$ cat src/rtl/div_pkg.sv
// Shared definitions for the divider issue unit: FSM state encodings and the
// per-request operation flags.
package div_pkg;

  localparam int DIV_W = 16;

  localparam logic [2:0] ST_IDLE  = 3'd0;
  localparam logic [2:0] ST_START = 3'd1;
  localparam logic [2:0] ST_ARM   = 3'd2;
  localparam logic [2:0] ST_WAIT  = 3'd3;
  localparam logic [2:0] ST_DONE  = 3'd4;

  typedef struct packed {
    logic is_signed;
    logic rem;
  } op_flags_t;

endpackage

$ cat src/rtl/div_issue_unit_if.sv
// Request/response bus of the divider issue unit. Both channels use valid/ready:
// a transfer happens on a rising clock edge where valid and ready are both high;
// the sender holds valid and its payload stable until that edge.
interface div_issue_unit_if #(parameter int W = 16);

  logic         req_valid;
  logic         req_ready;
  logic         req_signed;
  logic         req_rem;
  logic [W-1:0] req_a;
  logic [W-1:0] req_b;
  logic         rsp_valid;
  logic         rsp_ready;
  logic [W-1:0] rsp_data;
  logic         rsp_dbz;

  modport master (
    output req_valid, req_signed, req_rem, req_a, req_b, rsp_ready,
    input  req_ready, rsp_valid, rsp_data, rsp_dbz
  );

  modport slave (
    input  req_valid, req_signed, req_rem, req_a, req_b, rsp_ready,
    output req_ready, rsp_valid, rsp_data, rsp_dbz
  );

endinterface

$ cat src/rtl/div_sign_fix.sv
// Conditional two's-complement negate, used both to take operand magnitudes
// and to restore the sign of divider results (all arithmetic mod 2^W).
module div_sign_fix #(
  parameter int W = 16
) (
  input  logic [W-1:0] i_val,
  input  logic         i_neg,
  output logic [W-1:0] o_val
);

  assign o_val = i_neg ? (~i_val + 1'b1) : i_val;

endmodule

$ cat src/rtl/div_issue_unit.sv
// Issue/sign stage in front of the multi-cycle unsigned divider.
// Optional DIV_ZERO_FASTPATH_EN: a zero divisor bypasses the divider entirely.
module div_issue_unit
  import div_pkg::*;
#(
  parameter int W = DIV_W
) (
  input  logic                 clk,
  input  logic                 reset,
  div_issue_unit_if.slave      bus,
  output logic                 div_start,
  output logic [W-1:0]         div_word1,
  output logic [W-1:0]         div_word2,
  input  logic [W-1:0]         div_quotient,
  input  logic [W-1:0]         div_remainder,
  input  logic                 div_ready,
  output logic [2:0]           dbg_state
);

  logic [2:0]   r_state;
  op_flags_t    r_flags;
  logic         r_sign_a;
  logic         r_sign_b;
  logic [W-1:0] r_word1;
  logic [W-1:0] r_word2;
  logic [W-1:0] r_rsp_data;
  logic         r_rsp_valid;
  logic         r_rsp_dbz;

  logic         w_accept;
  logic         w_neg_a;
  logic         w_neg_b;
  logic         w_b_zero;
  logic         w_fix_q;
  logic         w_fix_r;
  logic [W-1:0] w_mag_a;
  logic [W-1:0] w_mag_b;
  logic [W-1:0] w_q;
  logic [W-1:0] w_r;

  assign w_accept = bus.req_valid && (r_state == ST_IDLE);
  assign w_neg_a  = bus.req_signed & bus.req_a[W-1];
  assign w_neg_b  = bus.req_signed & bus.req_b[W-1];
  assign w_b_zero = (bus.req_b == '0);

  // Raw sign bits are kept; unsigned requests mask them out here.
  assign w_fix_q = r_flags.is_signed & (r_sign_a ^ r_sign_b);
  assign w_fix_r = r_flags.is_signed & r_sign_a;

  div_sign_fix #(.W(W)) u_mag_a (.i_val(bus.req_a),     .i_neg(w_neg_a), .o_val(w_mag_a));
  div_sign_fix #(.W(W)) u_mag_b (.i_val(bus.req_b),     .i_neg(w_neg_b), .o_val(w_mag_b));
  div_sign_fix #(.W(W)) u_fix_q (.i_val(div_quotient),  .i_neg(w_fix_q), .o_val(w_q));
  div_sign_fix #(.W(W)) u_fix_r (.i_val(div_remainder), .i_neg(w_fix_r), .o_val(w_r));

  always_ff @(posedge clk or posedge reset) begin
    if (reset) begin
      r_state     <= ST_IDLE;
      r_flags     <= '0;
      r_sign_a    <= 1'b0;
      r_sign_b    <= 1'b0;
      r_word1     <= '0;
      r_word2     <= '0;
      r_rsp_data  <= '0;
      r_rsp_valid <= 1'b0;
      r_rsp_dbz   <= 1'b0;
    end else begin
      case (r_state)
        ST_IDLE: begin
          if (w_accept) begin
            r_flags.is_signed <= bus.req_signed;
            r_flags.rem       <= bus.req_rem;
            r_sign_a          <= bus.req_a[W-1];
            r_sign_b          <= bus.req_b[W-1];
            r_word1           <= w_mag_a;
            r_word2           <= w_mag_b;
            r_rsp_dbz         <= w_b_zero;
`ifdef DIV_ZERO_FASTPATH_EN
            if (w_b_zero) begin
              r_rsp_data  <= bus.req_rem ? bus.req_a : '1;
              r_rsp_valid <= 1'b1;
              r_state     <= ST_DONE;
            end else begin
              r_state <= ST_START;
            end
`else
            r_state <= ST_START;
`endif
          end
        end
        ST_START: r_state <= ST_ARM;
        // The divider may still report ready for a cycle after the start pulse.
        ST_ARM:   r_state <= ST_WAIT;
        ST_WAIT: begin
          if (div_ready) begin
            r_rsp_data  <= r_flags.rem ? w_r : w_q;
            r_rsp_valid <= 1'b1;
            r_state     <= ST_DONE;
          end
        end
        ST_DONE: begin
          if (bus.rsp_ready) begin
            r_rsp_valid <= 1'b0;
            r_state     <= ST_IDLE;
          end
        end
        default: r_state <= ST_IDLE;
      endcase
    end
  end

  assign bus.req_ready = (r_state == ST_IDLE);
  assign bus.rsp_valid = r_rsp_valid;
  assign bus.rsp_data  = r_rsp_data;
  assign bus.rsp_dbz   = r_rsp_dbz;
  assign div_start     = (r_state == ST_START);
  assign div_word1     = r_word1;
  assign div_word2     = r_word2;
  assign dbg_state     = r_state;

endmodule

$ cat src/flat_wrapper.sv
// flat-port wrapper written by rule: the top's interface ports become plain ports
module div_issue_unit_flat import div_pkg::*;
#(
  parameter int W = DIV_W
)
  (clk, reset, div_start, div_word1, div_word2, div_quotient, div_remainder, div_ready, dbg_state, bus_req_valid, bus_req_signed, bus_req_rem, bus_req_a, bus_req_b, bus_rsp_ready, bus_req_ready, bus_rsp_valid, bus_rsp_data, bus_rsp_dbz);
  div_issue_unit_if #(.W(W)) bus_i ();
  input  logic clk;
  input  logic reset;
  output logic div_start;
  output logic [W-1:0] div_word1;
  output logic [W-1:0] div_word2;
  input  logic [W-1:0] div_quotient;
  input  logic [W-1:0] div_remainder;
  input  logic div_ready;
  output logic [2:0] dbg_state;
  input wire logic [$bits(bus_i.req_valid)-1:0] bus_req_valid;
  input wire logic [$bits(bus_i.req_signed)-1:0] bus_req_signed;
  input wire logic [$bits(bus_i.req_rem)-1:0] bus_req_rem;
  input wire logic [$bits(bus_i.req_a)-1:0] bus_req_a;
  input wire logic [$bits(bus_i.req_b)-1:0] bus_req_b;
  input wire logic [$bits(bus_i.rsp_ready)-1:0] bus_rsp_ready;
  output wire logic [$bits(bus_i.req_ready)-1:0] bus_req_ready;
  output wire logic [$bits(bus_i.rsp_valid)-1:0] bus_rsp_valid;
  output wire logic [$bits(bus_i.rsp_data)-1:0] bus_rsp_data;
  output wire logic [$bits(bus_i.rsp_dbz)-1:0] bus_rsp_dbz;
  assign bus_i.req_valid = bus_req_valid;
  assign bus_i.req_signed = bus_req_signed;
  assign bus_i.req_rem = bus_req_rem;
  assign bus_i.req_a = bus_req_a;
  assign bus_i.req_b = bus_req_b;
  assign bus_i.rsp_ready = bus_rsp_ready;
  assign bus_req_ready = bus_i.req_ready;
  assign bus_rsp_valid = bus_i.rsp_valid;
  assign bus_rsp_data = bus_i.rsp_data;
  assign bus_rsp_dbz = bus_i.rsp_dbz;
  div_issue_unit #(.W(W)) u_core (.clk(clk), .reset(reset), .bus(bus_i), .div_start(div_start), .div_word1(div_word1), .div_word2(div_word2), .div_quotient(div_quotient), .div_remainder(div_remainder), .div_ready(div_ready), .dbg_state(dbg_state));
endmodule
$ cat config.mk
export PLATFORM = sky130hd
export DESIGN_NAME = div_issue_unit_flat
export DESIGN_NICKNAME = d
export VERILOG_FILES = /design/src/rtl/div_pkg.sv /design/src/rtl/div_issue_unit_if.sv /design/src/rtl/div_sign_fix.sv /design/src/rtl/div_issue_unit.sv /design/src/flat_wrapper.sv
export SDC_FILE = /design/constraint.sdc
export NUM_CORES = 1
export LEC_CHECK = 0
export ABC_CLOCK_PERIOD_IN_PS = 1700
export BUFFER_PORTS_ARGS = -buffer_cell sky130_fd_sc_hd__buf_2
export CAP_MARGIN = 40
export CORE_MARGIN = 5
export CORE_UTILIZATION = 48
export CTS_BUF_LIST = sky130_fd_sc_hd__clkbuf_4 sky130_fd_sc_hd__clkbuf_8
export CTS_CLUSTER_DIAMETER = 40
export DETAILED_ROUTE_END_ITERATION = 12
export GPL_TIMING_DRIVEN = 0
export PLACE_DENSITY = 0.87
export SLEW_MARGIN = 30
export SYNTH_ARGS = -nofsm -noshare
export SYNTH_HDL_FRONTEND = slang
export SYNTH_HIERARCHICAL = 1
export SYNTH_SLANG_ARGS = --single-unit
$ cat constraint.sdc
create_clock -name clk -period 1.7 [get_ports clk]
set_input_delay 0.085 -clock clk [delete_from_list [all_inputs] [get_ports clk]]
set_output_delay 0.085 -clock clk [all_outputs]
set_load 0.02 [all_outputs]
==> results.sh <==
export IMPL_combPwrFrac_pct=55.9
export IMPL_seq_area_frac_synth_pct=36.6
export IMPL_grt_first_pass_wirelength_um=15900
export IMPL_yosysMostFrequentCell="sky130_fd_sc_hd__dfrtp_1"
export IMPL_antenna_cells_inserted=0
export IMPL_setup_viol=0
export IMPL_synthCells=370
export IMPL_post_synth_most_frequent_cells="sky130_fd_sc_hd__dfrtp_1 (57), sky130_fd_sc_hd__nand2_1 (47), sky130_fd_sc_hd__xnor2_1 (41)"
export IMPL_area_growth_syn_to_layout_pct=27.9
export IMPL_drt_antenna_violating_nets=0
export IMPL_routabilityCongestion=0.872
export IMPL_cellInternalPower_mw=4.92
export IMPL_syn_cell_area_um2=3890
export IMPL_cp_arrival_ns=1.86
export IMPL_max_vdd_ir_drop_mv=0.626
export IMPL_drt_drc_violations_left=0
export IMPL_hold_path_class="input port to flip-flop"
export IMPL_async_reset_ff_share_pct=100
export IMPL_element_type_at_the_critical_path_end="flip-flop"
export IMPL_postSynth_topFlopCell="sky130_fd_sc_hd__dfrtp_1"
export IMPL_post_synth_main_area_contributors="sky130_fd_sc_hd__dfrtp_1 (37%), sky130_fd_sc_hd__mux2_4 (11%), sky130_fd_sc_hd__xnor2_1 (9.2%)"
export IMPL_io_buf_count=125
export IMPL_clkSinkCount=57
export IMPL_number_of_placement_rows=32
export IMPL_status="complete, no violations"
export IMPL_ioPinCount=126
export IMPL_design_core_area_um2=7810
export IMPL_drt_iter0_markers=126
export IMPL_crit_path_max_fanout=5
export IMPL_dpl_cell_count=598
export IMPL_worst_setup_hold_path_clk_slew_ns=0.07
export IMPL_synth_top_cell_area_share_pct=36.6
export IMPL_met1Wirelength_um=3790
export IMPL_worstSetupStartpointType="input port"
export IMPL_detailed_place_area_um2=4670
export IMPL_syn_mean_instance_area_um2=10.5
export IMPL_grt_start_max_net_pins=30
export IMPL_power_share_switching_pct=40.7
export IMPL_slew_viol_final=0
export IMPL_cts_root_buf="sky130_fd_sc_hd__clkbuf_8"
export IMPL_met3_wirelength_um=658
export IMPL_synth_ff_latch_count=57
export IMPL_synth_warning_count=6
export IMPL_hpwl_um=7740
export IMPL_routed_top_layer="met4"
export IMPL_dr_pass1_iters=4
export IMPL_die_height_um=100
export IMPL_effective_utilization_at_floorplan_pct=49.9
export IMPL_finish_net_count=589
export IMPL_floorplan_die_width_um=100
export IMPL_worst_ep_required_time_ns=1.91
export IMPL_worstHoldStart="bus_req_signed"
export IMPL_groute_usage_overall_pct=19.7
export IMPL_postLayoutCellArea_um2=4980
export IMPL_seq_area_um2=1430
export IMPL_num_vias=3308
export IMPL_criticalPathCategory="input port to flip-flop"
export IMPL_count_of_distinct_cell_types_in_the_synthesized_netlist=41
export IMPL_clock_tree_buffer_depth=2
export IMPL_die_area_um2=10000
export IMPL_pwr_density_cell_nw_per_um2=1660
export IMPL_final_hold_viol_count=0
export IMPL_layout_drive_gt1_share_pct=42.4
export IMPL_synth_enable_flop_cells=0
export IMPL_final_cell_count_no_fill=621
export IMPL_postSynthNetCount=445
export IMPL_synth_largest_area_cell="sky130_fd_sc_hd__dfrtp_1"
export IMPL_timing_max_cap_violations=0
export IMPL_relative_contribution_of_sequential_cells_to_total_power_pct=28.8
export IMPL_detail_route_wl_per_cell_um=15.4
export IMPL_first_global_vias=3471
export IMPL_vias_per_cell=5.33
export IMPL_setup_reg_to_reg_worst_slack_ns=0.11
export IMPL_worst_slew_margin_rel_pct=69.5
export IMPL_reg2reg_to="u_core/div_word2[2]"
export IMPL_power_frac_clock_pct=15.2
export IMPL_worst_hold_path_num_cells=2
export IMPL_ctsHtreeMaxLevel=3
export IMPL_period_share_pct=97.1
export IMPL_cts_buffers_inserted=9
export IMPL_min_to="u_core/r_flags[1]"
export IMPL_clock_fmax_mhz=606
export IMPL_worst_r2r_path_depth=6
export IMPL_fin_clk_skew_ns=0.00684
export IMPL_routed_length_on_met2_um=4780
export IMPL_antenna_found_initial=0
export IMPL_layout_filler_cells=632
export IMPL_critical_path_reg2reg_startpoint="u_core/dbg_state[0]"
export IMPL_worst_pin_slew_ns=0.457
export IMPL_drt_wl_total_um=9590
export IMPL_clkLatencyLatePin_ns=0.33
export IMPL_cts_tree="built"
export IMPL_total_leakage_power_nw=2.32
export IMPL_post_route_min_period_ns=1.65
export IMPL_reported_net_switching_power_mw=3.37
export IMPL_multi_input_area_um2=2280
export IMPL_gr_total_overflow=0
## cell usage in the layout, fill, tap and decap left out, types with 2 or more instances in the layout
cell type,instances
sky130_fd_sc_hd__buf_4,8
sky130_fd_sc_hd__nor3_1,3
sky130_fd_sc_hd__nor4_1,4
sky130_fd_sc_hd__nor2_1,4
sky130_fd_sc_hd__o31ai_1,18
sky130_fd_sc_hd__clkbuf_1,5
sky130_fd_sc_hd__xor2_1,16
sky130_fd_sc_hd__mux2_2,7
sky130_fd_sc_hd__o41ai_1,4
sky130_fd_sc_hd__or4_1,9
sky130_fd_sc_hd__o21ai_0,29
sky130_fd_sc_hd__o31a_2,3
sky130_fd_sc_hd__and2_1,2
sky130_fd_sc_hd__o41ai_4,2
sky130_fd_sc_hd__clkinv_2,2
sky130_fd_sc_hd__nand2_2,2
sky130_fd_sc_hd__buf_12,5
sky130_fd_sc_hd__o41ai_2,2
sky130_fd_sc_hd__o31ai_2,3
sky130_fd_sc_hd__or3_4,4
sky130_fd_sc_hd__a31oi_1,2
sky130_fd_sc_hd__nand2_1,47
sky130_fd_sc_hd__o21ai_1,6
sky130_fd_sc_hd__mux2i_1,17
sky130_fd_sc_hd__ha_1,4
sky130_fd_sc_hd__inv_1,14
sky130_fd_sc_hd__xnor2_1,41
sky130_fd_sc_hd__buf_2,127
sky130_fd_sc_hd__mux2_4,29
sky130_fd_sc_hd__clkinvlp_4,2
sky130_fd_sc_hd__clkbuf_8,10
sky130_fd_sc_hd__clkbuf_4,2
sky130_fd_sc_hd__dlygate4sd3_1,4
sky130_fd_sc_hd__dfrtp_1,57
sky130_fd_sc_hd__or2_2,3
sky130_fd_sc_hd__or3_1,6
sky130_fd_sc_hd__buf_6,2
## layer usage
| metal | GRT usage [%] | vias up |
|---|---|---|
| met1 | 22.7 | 1562 |
| met3 | 4.66 | 31 |
| met2 | 33.8 | 110 |
| li1 | - | 1605 |
| met5 | 0 | - |
| met4 | 10.5 | 0 |
## cells by family (layout without fill, tap and decap cells)
group	count (synthesis)	after routing	synth area share [%]
AND/OR/NAND/NOR	95	95	13.5
AO/OA/AOI/OAI	70	70	12.7
multiplexers	53	53	17.6
flip-flops	57	57	36.6
buffers and inverters	34	183	5.46
adder cells (fa/ha/maj)	4	4	1.28
XOR/XNOR	57	57	12.8
## flip-flops by register name, indices dropped and copies added (netlist names)
signal and count:
u_core/div_word2 16, u_core/r_sign_b 1, u_core/dbg_state 3, u_core/r_flags 2
u_core/div_word1 16, u_core/bus.rsp_dbz 1, u_core/bus.rsp_valid 1, u_core/bus.rsp_data 16
u_core/r_sign_a 1
## layout make-up
class | count | area share, %
clock inverters | 5 | 1.11
inverters | 15 | 1.18
multi-input cells | 279 | 45.8
repair buffers | 133 | 14.5
plain buffers | 19 | 3.29
well taps | 102 | 2.56
flip-flops and latches | 57 | 28.6
clock buffers | 11 | 2.91
## worst max path at each step
stage                     startpoint                       to  slack (ns)
finish                  bus_req_a[4]     u_core/div_word1[11]        0.05
detailed placement  div_remainder[4]  u_core/bus.rsp_data[15]       -0.35
global route         u_core/r_sign_a   u_core/bus.rsp_data[4]      -0.002
floorplan               bus_req_b[4]     u_core/div_word2[11]       -0.11
CTS                     bus_req_a[4]     u_core/div_word1[15]        0.01
global placement               reset   u_core/bus.rsp_data[5]       -0.42
## power groups by stage
stage                     clock network (mW)  logic [mW]  registers (mW)
final                                   1.26        4.64            2.39
after detailed placement                   0        4.56            2.41
after floorplan                            0        2.53            3.11
after global placement                     0        4.43            2.38
after CTS                               1.30        4.60            2.40
after global routing                    1.38        5.01            2.48
## per-stage QoR
step / power [mW] / setup WS, ns / setup TNS, ns / hold slack [ns] / util [%]
2_1_floorplan: 5.64 / -0.106 / -0.466 / 0.169 / -
3_3_place_gp: 6.81 / -0.421 / -30.03 / 0.273 / 59.5
3_5_place_dp: 6.97 / -0.353 / -7.44 / 0.0997 / 59.8
4_1_cts: 8.30 / 0.0113 / 0 / 0.0260 / 63.1
5_1_grt: 8.87 / -0.00237 / -0.00237 / 0.0352 / 63.8
6_report: 8.29 / 0.0501 / 0 / 0.0369 / 63.8
## critical path, stage by stage
cell and delay, ns:
sky130_fd_sc_hd__buf_2 0.12, sky130_fd_sc_hd__or4_1 0.56, sky130_fd_sc_hd__or3_4 0.39, sky130_fd_sc_hd__o31a_2 0.31, sky130_fd_sc_hd__xor2_1 0.14, sky130_fd_sc_hd__mux2_2 0.26
## repair_timing
action	CTS	global route
hold buffers	4	0
gates cloned	0	0
hold endpoints to repair	31	0
resized for setup	5	10
pin swaps	0	3
setup buffers	0	3
endpoints found under the setup margin	11	25
No activity file was read; power rests on OpenSTA's default activity.
